[src/rtl/rv_bus_pkg.sv]
// Shared bus definitions for the core, the soc memory and mem_bus_arbiter.
package rv_bus_pkg;

  localparam int unsigned BUS_ADDR_W = 32;
  localparam int unsigned BUS_DATA_W = 64;

  localparam logic M_FETCH = 1'b0;
  localparam logic M_DATA  = 1'b1;

  typedef enum logic [1:0] {
    IDLE,
    BUSY0,
    BUSY1
  } arb_state_t;

endpackage

[src/rtl/arb_watchdog.sv]
// Busy-cycle counter for mem_bus_arbiter; pulses timeout in the TIMEOUT-th
// BUSY cycle that has no s_ack. Used only when ARB_WATCHDOG_EN is defined.
module arb_watchdog #(
  parameter int unsigned TIMEOUT = 255
) (
  input  logic clk,
  input  logic rst,
  input  logic start,
  input  logic busy,
  input  logic s_ack,
  output logic timeout
);

  localparam int unsigned CW = $clog2(TIMEOUT + 1);

  logic [CW-1:0] count;

  always_ff @(posedge clk) begin
    if (rst || start) begin
      count <= '0;
    end else if (busy && !s_ack && !timeout) begin
      count <= count + 1'b1;
    end
  end

  assign timeout = busy && !s_ack && (count == CW'(TIMEOUT - 1));

endmodule

[src/rtl/mem_bus_arbiter.sv]
// Fetch/load-store arbiter for the single soc memory port; data side wins
// unless the fetch side has waited MAX_STREAK grants. Watchdog: ARB_WATCHDOG_EN.
module mem_bus_arbiter
  import rv_bus_pkg::*;
#(
  parameter int unsigned ADDR_W     = BUS_ADDR_W,
  parameter int unsigned DATA_W     = BUS_DATA_W,
  parameter int unsigned MAX_STREAK = 4,
  parameter int unsigned TIMEOUT    = 255
) (
  input  logic                clk,
  input  logic                rst,
  input  logic                m0_req,
  input  logic [ADDR_W-1:0]   m0_addr,
  output logic                m0_ack,
  output logic [DATA_W-1:0]   m0_rdata,
  output logic                m0_err,
  input  logic                m1_req,
  input  logic [ADDR_W-1:0]   m1_addr,
  input  logic                m1_we,
  input  logic [DATA_W-1:0]   m1_wdata,
  input  logic [DATA_W/8-1:0] m1_wstrb,
  output logic                m1_ack,
  output logic [DATA_W-1:0]   m1_rdata,
  output logic                m1_err,
  output logic                s_req,
  output logic [ADDR_W-1:0]   s_addr,
  output logic                s_we,
  output logic [DATA_W-1:0]   s_wdata,
  output logic [DATA_W/8-1:0] s_wstrb,
  input  logic                s_ack,
  input  logic [DATA_W-1:0]   s_rdata
);

  arb_state_t state, state_next;
  logic [3:0] streak;
  logic       grant;
  logic       winner;
  logic       done;
  logic       timeout;
  logic       streak_full;

  assign streak_full = (streak == 4'(MAX_STREAK));
  assign done        = s_ack || timeout;

  always_comb begin
    state_next = state;
    grant      = 1'b0;
    winner     = M_DATA;
    case (state)
      IDLE: begin
        if (m0_req || m1_req) begin
          grant      = 1'b1;
          winner     = (m1_req && !(m0_req && streak_full)) ? M_DATA : M_FETCH;
          state_next = (winner == M_DATA) ? BUSY1 : BUSY0;
        end
      end
      BUSY0, BUSY1: begin
        if (done) state_next = IDLE;
      end
      default: state_next = IDLE;
    endcase
  end

  always_ff @(posedge clk) begin
    if (rst) begin
      state   <= IDLE;
      streak  <= '0;
      s_req   <= 1'b0;
      s_addr  <= '0;
      s_we    <= 1'b0;
      s_wdata <= '0;
      s_wstrb <= '0;
    end else begin
      state <= state_next;
      if (grant) begin
        s_req <= 1'b1;
        if (winner == M_DATA) begin
          s_addr  <= m1_addr;
          s_we    <= m1_we;
          s_wdata <= m1_wdata;
          s_wstrb <= m1_wstrb;
          // Only a win over a waiting fetch counts toward the streak.
          if (!m0_req)          streak <= '0;
          else if (!streak_full) streak <= streak + 4'd1;
        end else begin
          s_addr  <= m0_addr;
          s_we    <= 1'b0;
          s_wdata <= '0;
          s_wstrb <= '0;
          streak  <= '0;
        end
      end else if (state != IDLE && done) begin
        s_req <= 1'b0;
      end
    end
  end

`ifdef ARB_WATCHDOG_EN
  arb_watchdog #(
    .TIMEOUT(TIMEOUT)
  ) u_watchdog (
    .clk     (clk),
    .rst     (rst),
    .start   (grant),
    .busy    (state != IDLE),
    .s_ack   (s_ack),
    .timeout (timeout)
  );
`else
  localparam int unsigned timeout_unused = TIMEOUT;
  assign timeout = 1'b0;
`endif

  // Completion is combinational from s_ack; reset masks it so a hung bus
  // cannot leak an ack while rst is asserted.
  assign m0_ack   = !rst && (state == BUSY0) && done;
  assign m1_ack   = !rst && (state == BUSY1) && done;
  assign m0_err   = m0_ack && timeout;
  assign m1_err   = m1_ack && timeout;
  assign m0_rdata = (m0_ack && !timeout) ? s_rdata : '0;
  assign m1_rdata = (m1_ack && !timeout) ? s_rdata : '0;

endmodule

[config.mk]
export PLATFORM = sky130hd
export DESIGN_NAME = mem_bus_arbiter
export DESIGN_NICKNAME = d
export VERILOG_FILES = /design/src/rtl/rv_bus_pkg.sv /design/src/rtl/arb_watchdog.sv /design/src/rtl/mem_bus_arbiter.sv
export SDC_FILE = /design/constraint.sdc
export NUM_CORES = 1
export LEC_CHECK = 0
export BUFFER_PORTS_ARGS = -buffer_cell sky130_fd_sc_hd__buf_2
export CORE_AREA = 2 2 170 172
export CTS_CLUSTER_DIAMETER = 100
export CTS_CLUSTER_SIZE = 16
export DETAILED_ROUTE_END_ITERATION = 12
export DIE_AREA = 0 0 172 174
export GPL_ROUTABILITY_DRIVEN = 0
export PLACE_DENSITY = 0.43
export SLEW_MARGIN = 10
export SYNTH_ARGS = -nofsm -noshare
export SYNTH_HDL_FRONTEND = slang
export SYNTH_SLANG_ARGS = --single-unit
[constraint.sdc]
create_clock -name clk -period 4.8 [get_ports clk]
set_clock_uncertainty 0.05 [all_clocks]
set_input_delay 0.72 -clock clk [delete_from_list [all_inputs] [get_ports clk]]
set_output_delay 0.72 -clock clk [all_outputs]
set_load 0.02 [all_outputs]
==> results of run 1 <==
==> per-stage QoR <==
| step | worst slack [ps] | instance area, sq um | total power [mW] |
|---|---|---|---|
| 2_1_floorplan | 2240 | 5420 | 1.43 |
| 3_3_place_gp | 1890 | 7910 | 1.69 |
| 3_5_place_dp | 1880 | 7910 | 1.68 |
| 4_1_cts | 1870 | 8230 | 2.51 |
| 5_1_grt | 1730 | 8240 | 2.59 |
| 6_report | 1850 | 8240 | 2.46 |
==> synth_stat cells (all sizes together) <==
cell type / count
and2: 130
dfxtp: 112
mux2i: 54
nor3: 54
a32oi: 51
clkbuf: 51
a21oi: 37
o211ai: 33
buf: 19
nor2: 19
inv: 6
ha: 5
o21ai: 5
nand2: 4
nand3: 3
nor3b: 3
and3b: 2
nand4: 2
nor2b: 2
a211oi: 1
a21boi: 1
a31oi: 1
conb: 1
nand2b: 1
nand3b: 1
nand4b: 1
or3: 1
or4: 1
==> critical path: cells and delay by family <==
family                 cells  cell delay, ps
buffers and inverters      3             900
and+or+nand+nor            2             480
==> worst paths after layout <==
kind | slack (ps) | to
hold / removal | 430 | s_wdata[59]$_SDFFE_PP0P_
setup reg to reg | 2390 | s_addr[20]$_SDFFE_PP0P_
setup / recovery | 1850 | m0_rdata[9]
hold reg to reg | 430 | s_wdata[59]$_SDFFE_PP0P_
==> cells by family (layout without fill, tap and decap cells) <==
| kind of cell | count (synthesis) | count (layout) |
|---|---|---|
| fa+ha+maj | 5 | 5 |
| other cells | 1 | 7 |
| compound gates | 129 | 129 |
| simple gates | 224 | 224 |
| buf+inv | 76 | 473 |
| mux | 54 | 54 |
| flops | 112 | 112 |
==> layer usage <==
| layer | vias to the layer above | track usage [%] | part of all wire (%) |
|---|---|---|---|
| li1 | 2929 | - | - |
| met1 | 2778 | 17.9 | 39 |
| met2 | 259 | 28.0 | 52 |
| met3 | 31 | 3.03 | 6.5 |
| met4 | 0 | 5.64 | 2.2 |
| met5 | - | 0 | 0 |
==> power by group <==
| part | leakage [nW] | switching [mW] | internal [mW] | total (mW) |
|---|---|---|---|---|
| registers | 0.921 | 0.0351 | 1.00 | 1.04 |
| clock network | 0.152 | 0.370 | 0.438 | 0.808 |
| logic | 3.14 | 0.371 | 0.242 | 0.613 |
==> area by class of cell <==
type                    instances  area [sq um]
multi-input cells             414          2860
diodes                          5          12.5
fillers                      3173         20000
flip-flops and latches        112          2240
repair buffers                451          2310
clock inverters                 5          63.8
clock buffers                  11           253
well taps                     384           480
inverters                       6          22.5
==> state kept, by name, indices dropped and copies added, names as in the netlist <==
register / count
s_wstrb: 8
state: 2
s_we: 1
s_req: 1
s_wdata: 64
streak: 4
s_addr: 32
==> results.txt, run 1 <==
For this design the ratio of total power to cell area is 299 nW/um^2. The final setup violation count was 0. Insertion delay to the later sink of the worst-skew pair: 360 ps.

The largest total area in the synthesized netlist belongs to dfxtp_1. Along the worst path, the maximum fanout reaches 65. During synthesis, Yosys emitted a total of 0 warnings.

Library cell contributing the largest single delay on the critical path: buf_4. The die extent in x is 172 um, and the endpoint required time on the critical path is 4030 ps. The tools report the worst flop-to-flop path startpoint as streak[0]$_SDFFE_PP0P_. The residual DRC count was 0. The critical path is of the in2out type. The portion of synthesized area spent on multiplexers is 9.98%.

TritonCTS built the clock tree. Path category of the worst min-delay check: reg2reg. The tools report the number of violations reported at the end of detailed-routing iteration 0 as 332.

Measured along the y axis, the die boundary spans 174 um. The clock transition at the registers of the reported paths came out at 70 ps. The worst setup path is captured at a primary output. The logs give 5831 for the via count of the first global-routing pass and 5420 sq um for the post-synthesis cell area. Measured against its own limit, the worst slew margin works out to 26.4%. The first-pass GRT wire length was 35200 um. Wires add up to 24700 um. The detail route stage leaves a number of antenna-violating nets equal to 0.

The measured slew at the worst slew-check pin is 1100 ps, and the mean instance size in the synthesized netlist is 9.01 sq um. The pin count of the biggest net entering global routing is 66. The logs give 1205 for the final-stage net count and 0 for the count of instances resized after the clock tree is built. The routed length per instance was 17.8 um; the quantity of I/O buffers inserted on ports was 441.

The HPWL after detailed placement is 18700 um. The post-CTS setup-driven buffer insertion count came out at 0. CTS saw 112 sinks.

The initial utilization of the core area, before any placement, comes to 19.2%. After detailed placement, the design holds a cell count of 1367. After technology mapping, the gate count stands at 601.

Summing the areas of all compound-gate instances in the mapped netlist gives 17.1% of the synthesized area. The synthesized netlist devotes 1.16% of its cell area to adder and majority cells. Counting instances, the worst hold path has a depth of 2.

The number of hold buffers added after CTS was 0. Summing the areas of all and, or, nand and nor instances in the mapped netlist gives 23.7% of the synthesized area. Of the total synthesized cell area, the portion taken by XOR and XNOR cells is 0%. Area share of the largest cell type after synthesis: 41.4%. Summing over every cut layer, the via total after detailed routing is 5997. Setup repair after global routing left no endpoint under its margin.

The floorplan has 62 rows. Dominant combinational cell family by area after synthesis: simple AND/OR/NAND/NOR gates. Walking the worst path, the cells encountered are buf_4, nor3b_2, buf_4, and2_1, buf_2. The floorplan step defined a die boundary enclosing 29900 sq um.

Count of cells along the worst register-to-register path: 6. In this run the clock root is driven by a clkbuf_16. During I/O placement, the number of pins put on the boundary was 444. By area the synthesized netlist is led by dfxtp_1 41%, and2_1 15%, mux2i_1 10%. The number of detailed-routing iterations run before antenna repair was 4.

The static leakage power is 4.22 nW, and the utilization of the core after routing is 29.2%. Origin of the worst min-delay path: s_wdata[59]$_SDFFE_PP0P_. Summing the sequential cell areas from Yosys gives 41.4% of the chip area. The final count of pins violating max slew was 0; the final count of hold timing violations was 0.

For the setup TNS, the log shows 0 ps. The count of cells in the finished layout, fillers not included, comes to 1388. The cell repeated most along the worst path is buf_4. Hold is met by 434 ps. Timing would allow up to 339 MHz. The total grt overflow is 0, and the final worst-path cycle share is 61.4%. The post-route netlist has 47.2% of its cells at a drive strength greater than 1.

The initial antenna violation count was 8. The via density per instance works out to 4.32. The number of distinct library cell variants in the gate-level netlist after synthesis was 32; the combined global-route utilization of all metal layers was 15.5%.

The clock tree synthesis step divided the H-tree into 3 levels. The run finished with clean final reports. Leaving out fill and tap cells, the most frequent cell in the layout is buf_2. The routed design could run at a clock period as short as 2950 ps.

In the layout the commonest cells are 440 x buf_2, 129 x and2_1, 112 x dfxtp_1. The tool flagged a number of max-cap violations equal to 0. The area added between synthesis and finish came out at 52.1%. Clock tree synthesis inserted a total of 9 buffers.

The worst setup path is launched from a primary input. The standard cell core area was 28200 sq um. Across the VDD grid, the largest voltage drop is 0.000198 V. After synthesis the netlist holds a flip-flop and latch count of 112. For this run, the slowest stage of the critical path takes 440 ps.

Tracing the worst setup path back leads to its startpoint at rst. The largest buffer count on any clock path came out at 2. Data on the critical path arrives at its endpoint at 2180 ps.
Note: power is estimated with default switching activity, not from simulation.
==> run 2, diff against run 1 <==
Settings changed: CORE_AREA 2 2 170 172 to 2 2 172 174, DIE_AREA 0 0 172 174 to 0 0 174 176, PLACE_DENSITY 0.43 to 0.42.
Clock period 4.8 ns to 2.8 ns, I/O delays scaled along.
==> results.txt, run 2 (same netlist as run 1, synthesis figures left out) <==
The tools report the first-pass GRT wire length as 36900 um (+4.8%). The static leakage power is 4.23 nW (+0.16%). TritonCTS built the clock tree.

For the post-DP HPWL, the log shows 18900 um (+0.90%). The final count of pins violating max slew was 0 (unchanged). The sequential share of power is 42.4% (+0.2 points). The tools report the fmax as 416 MHz. The routed length per instance works out to 18.1 um (+1.3%).

The tree is rooted in a clkbuf_16. The flow ran to the end, and the final reports show no timing, DRC or antenna violations. The tools report the final-stage net count as 1209 (+0.33%). Walking the worst path, the cells encountered are inv_1, ha_1, nor3b_2, buf_4, and2_1, buf_2.

Number of flip-flops in the largest register: 64 (unchanged). Setup repair after global routing left no endpoint under its margin. Endpoint required time on the critical path: 2330 ps (-1700 ps).

STA classifies the critical path endpoint as a primary output. The die extent in x is 174 um (+1.2%). The largest buffer count on any clock path is 2 (unchanged), and the total grt overflow is 0 (unchanged). The tools report the floorplan row count as 62 (unchanged). The run gives 340 ps (-20 ps) as the insertion delay to the later sink of the worst-skew pair. The tools report the final count of hold timing violations as 0 (unchanged). For the starting utilization of the core area, the log shows 19.0% (-0.21 points). Leaving out fill and tap cells, the most frequent cell in the layout is buf_2. The quantity of I/O buffers inserted on ports works out to 441 (unchanged).

For the via count of the first global-routing pass, the log shows 6049 (+3.7%). The tools report the cell-internal power as 2.85 mW (+69%). For the die area, the log shows 30600 sq um (+2.3%). The number of violations reported at the end of detailed-routing iteration 0 was 320 (-3.6%); the maximum net fanout on the critical path was 65 (unchanged). For the residual DRC count, the log shows 0 (unchanged). CTS buffer count: 9 (unchanged). For the count of nets left with antenna violations after detail routing, the log shows 0 (unchanged).

For the standard cell core area, the log shows 28500 sq um (+1.1%). The pin count of the biggest net entering global routing is 76 (+15%). Dividing the final minimum period by the clock period gives 85.9%. The worst slack on hold paths was 265 ps (-170 ps). The largest registers in the layout are s_wdata: 64 flops, s_addr: 32 flops, s_wstrb: 8 flops. The logs give 444 (unchanged) for the count of pins on the block boundary and 15.5% (-0.019 points) for the combined global-route utilization of all metal layers.

Post-CTS setup-driven buffer insertion count: 0 (unchanged). The setup TNS is 0 ps (unchanged). The number of hold buffers added after cts came out at 0 (unchanged).

The post-detailed-placement cell area is 7940 sq um (+0.40%), and the switching power is 1.36 mW (+75%). The logs give 0.000273 V (+38%) for the worst IR drop on VDD and 0 (unchanged) for the final setup violation count. The measured slew at the worst slew-check pin is 765 ps (-340 ps).

The smallest clock period supported by the final layout is computed as 2410 ps. For the data arrival at the endpoint of the critical path, the log shows 1940 ps (-240 ps). The worst setup path is of the reg2out kind. The total power density per cell area works out to 510 nW/um^2 (+71%). Relative to the synthesized area, the layout overhead comes to 52.4%. The via density per instance is 4.36 (+1.0%).

In this run the worst hold path is classified as in2reg. The power consumption came out at 4.21 mW (+71%). The H-tree depth came out at 3 (unchanged).

Startpoint type of the worst setup path: a register. Library cell contributing the largest single delay on the critical path: buf_4. The run gives 25100 um (+1.5%) as the wire length after detailed routing. The register name with the most flops is s_wdata. The height of the chip was 176 um (+1.1%); the clock sink count was 112 (unchanged). For the clock network fraction of total power, the log shows 32.4% (-0.4 points).

The post-route cell area was 8250 sq um (+0.17%); the number of max-capacitance violations reported was 0 (unchanged). Initial antenna violation count: 8 (unchanged). The logs give 4 (unchanged) for the number of detailed-routing iterations run before antenna repair and 25.2% (+0.3 points) for the part of the total power dissipated in combinational logic. The delay of the slowest critical-path stage works out to 450 ps (about the same). In the layout the commonest cells are 440 x buf_2, 129 x and2_1, 112 x dfxtp_1. The relative slew slack was 49.0% (+23 points). The run gives 6066 (+1.2%) as the detailed-route via count.

The clock transition at the registers of the reported paths came out at 80 ps (about the same). The count of instances resized after the clock tree is built is 0 (unchanged). The fraction of final layout cells with drive strength greater than 1 came out at 47.5% (+0.26 points). The switching power share of the total is 32.3% (+0.74 points).
-- run 2: cell count changes in the layout (fill, tap and decap cells not counted), sizes merged --
cell	delta
clkinvlp	+1
clkbuf	-2
inv	+2
buf	+4
clkinv	-2
diode	-1
-- run 2: final timing paths --
path | from | cells past startpoint | slack [ps] | to
max | state[1]$_SDFFE_PP0P_ | 6 | 390 | m0_rdata[8]
min | m1_wdata[56] | 3 | 260 | s_wdata[56]$_SDFFE_PP0P_
max reg2reg | streak[0]$_SDFFE_PP0P_ | 5 | 800 | streak[3]$_SDFFE_PP0P_
min reg2reg | s_req$_SDFFE_PP0P_ | 2 | 430 | s_req$_SDFFE_PP0P_
-- run 2: layer usage --
layer | wire length, um | track usage, % | up-vias
met1 | 9890 | 18.0 | 2808
met2 | 13000 | 28.8 | 279
li1 | - | - | 2939
met4 | 759 | 5.36 | 0
met3 | 1480 | 2.56 | 40
met5 | 0 | 0 | -
-- run 2: critical path, delay by kind of cell, from the launching register on --
| family | cells | cell delay [ps] |
|---|---|---|
| buf+inv | 3 | 700 |
| fa+ha+maj | 1 | 130 |
| simple gates | 2 | 410 |
| flops | 1 | 330 |
-- run 2: per-stage QoR --
stage,std cells,util (%),setup WS (ps)
after CTS,1386,28.9,367
final,1390,28.9,394
after global routing,1389,28.9,212
after floorplan,602,-,839
after global placement,1371,27.8,677
after detailed placement,1371,27.8,681
-- run 2: power by group through the flow --
stage / clock, mW / sequential [mW] / combinational, mW
floorplan: 0 / 1.98 / 0.478
global placement: 0 / 1.82 / 1.08
detailed placement: 0 / 1.82 / 1.08
CTS: 1.43 / 1.78 / 1.08
global route: 1.50 / 1.80 / 1.15
finish: 1.36 / 1.78 / 1.06
-- run 2: cell type report --
type	instances	area, sq um
inverter	6	22.5
clock buffer	9	225
antenna	4	10.0
multi-input combinational	414	2860
sequential	112	2240
clock inverter	6	76.3
tap	384	480
timing repair buffer	455	2340
fill	3227	20300
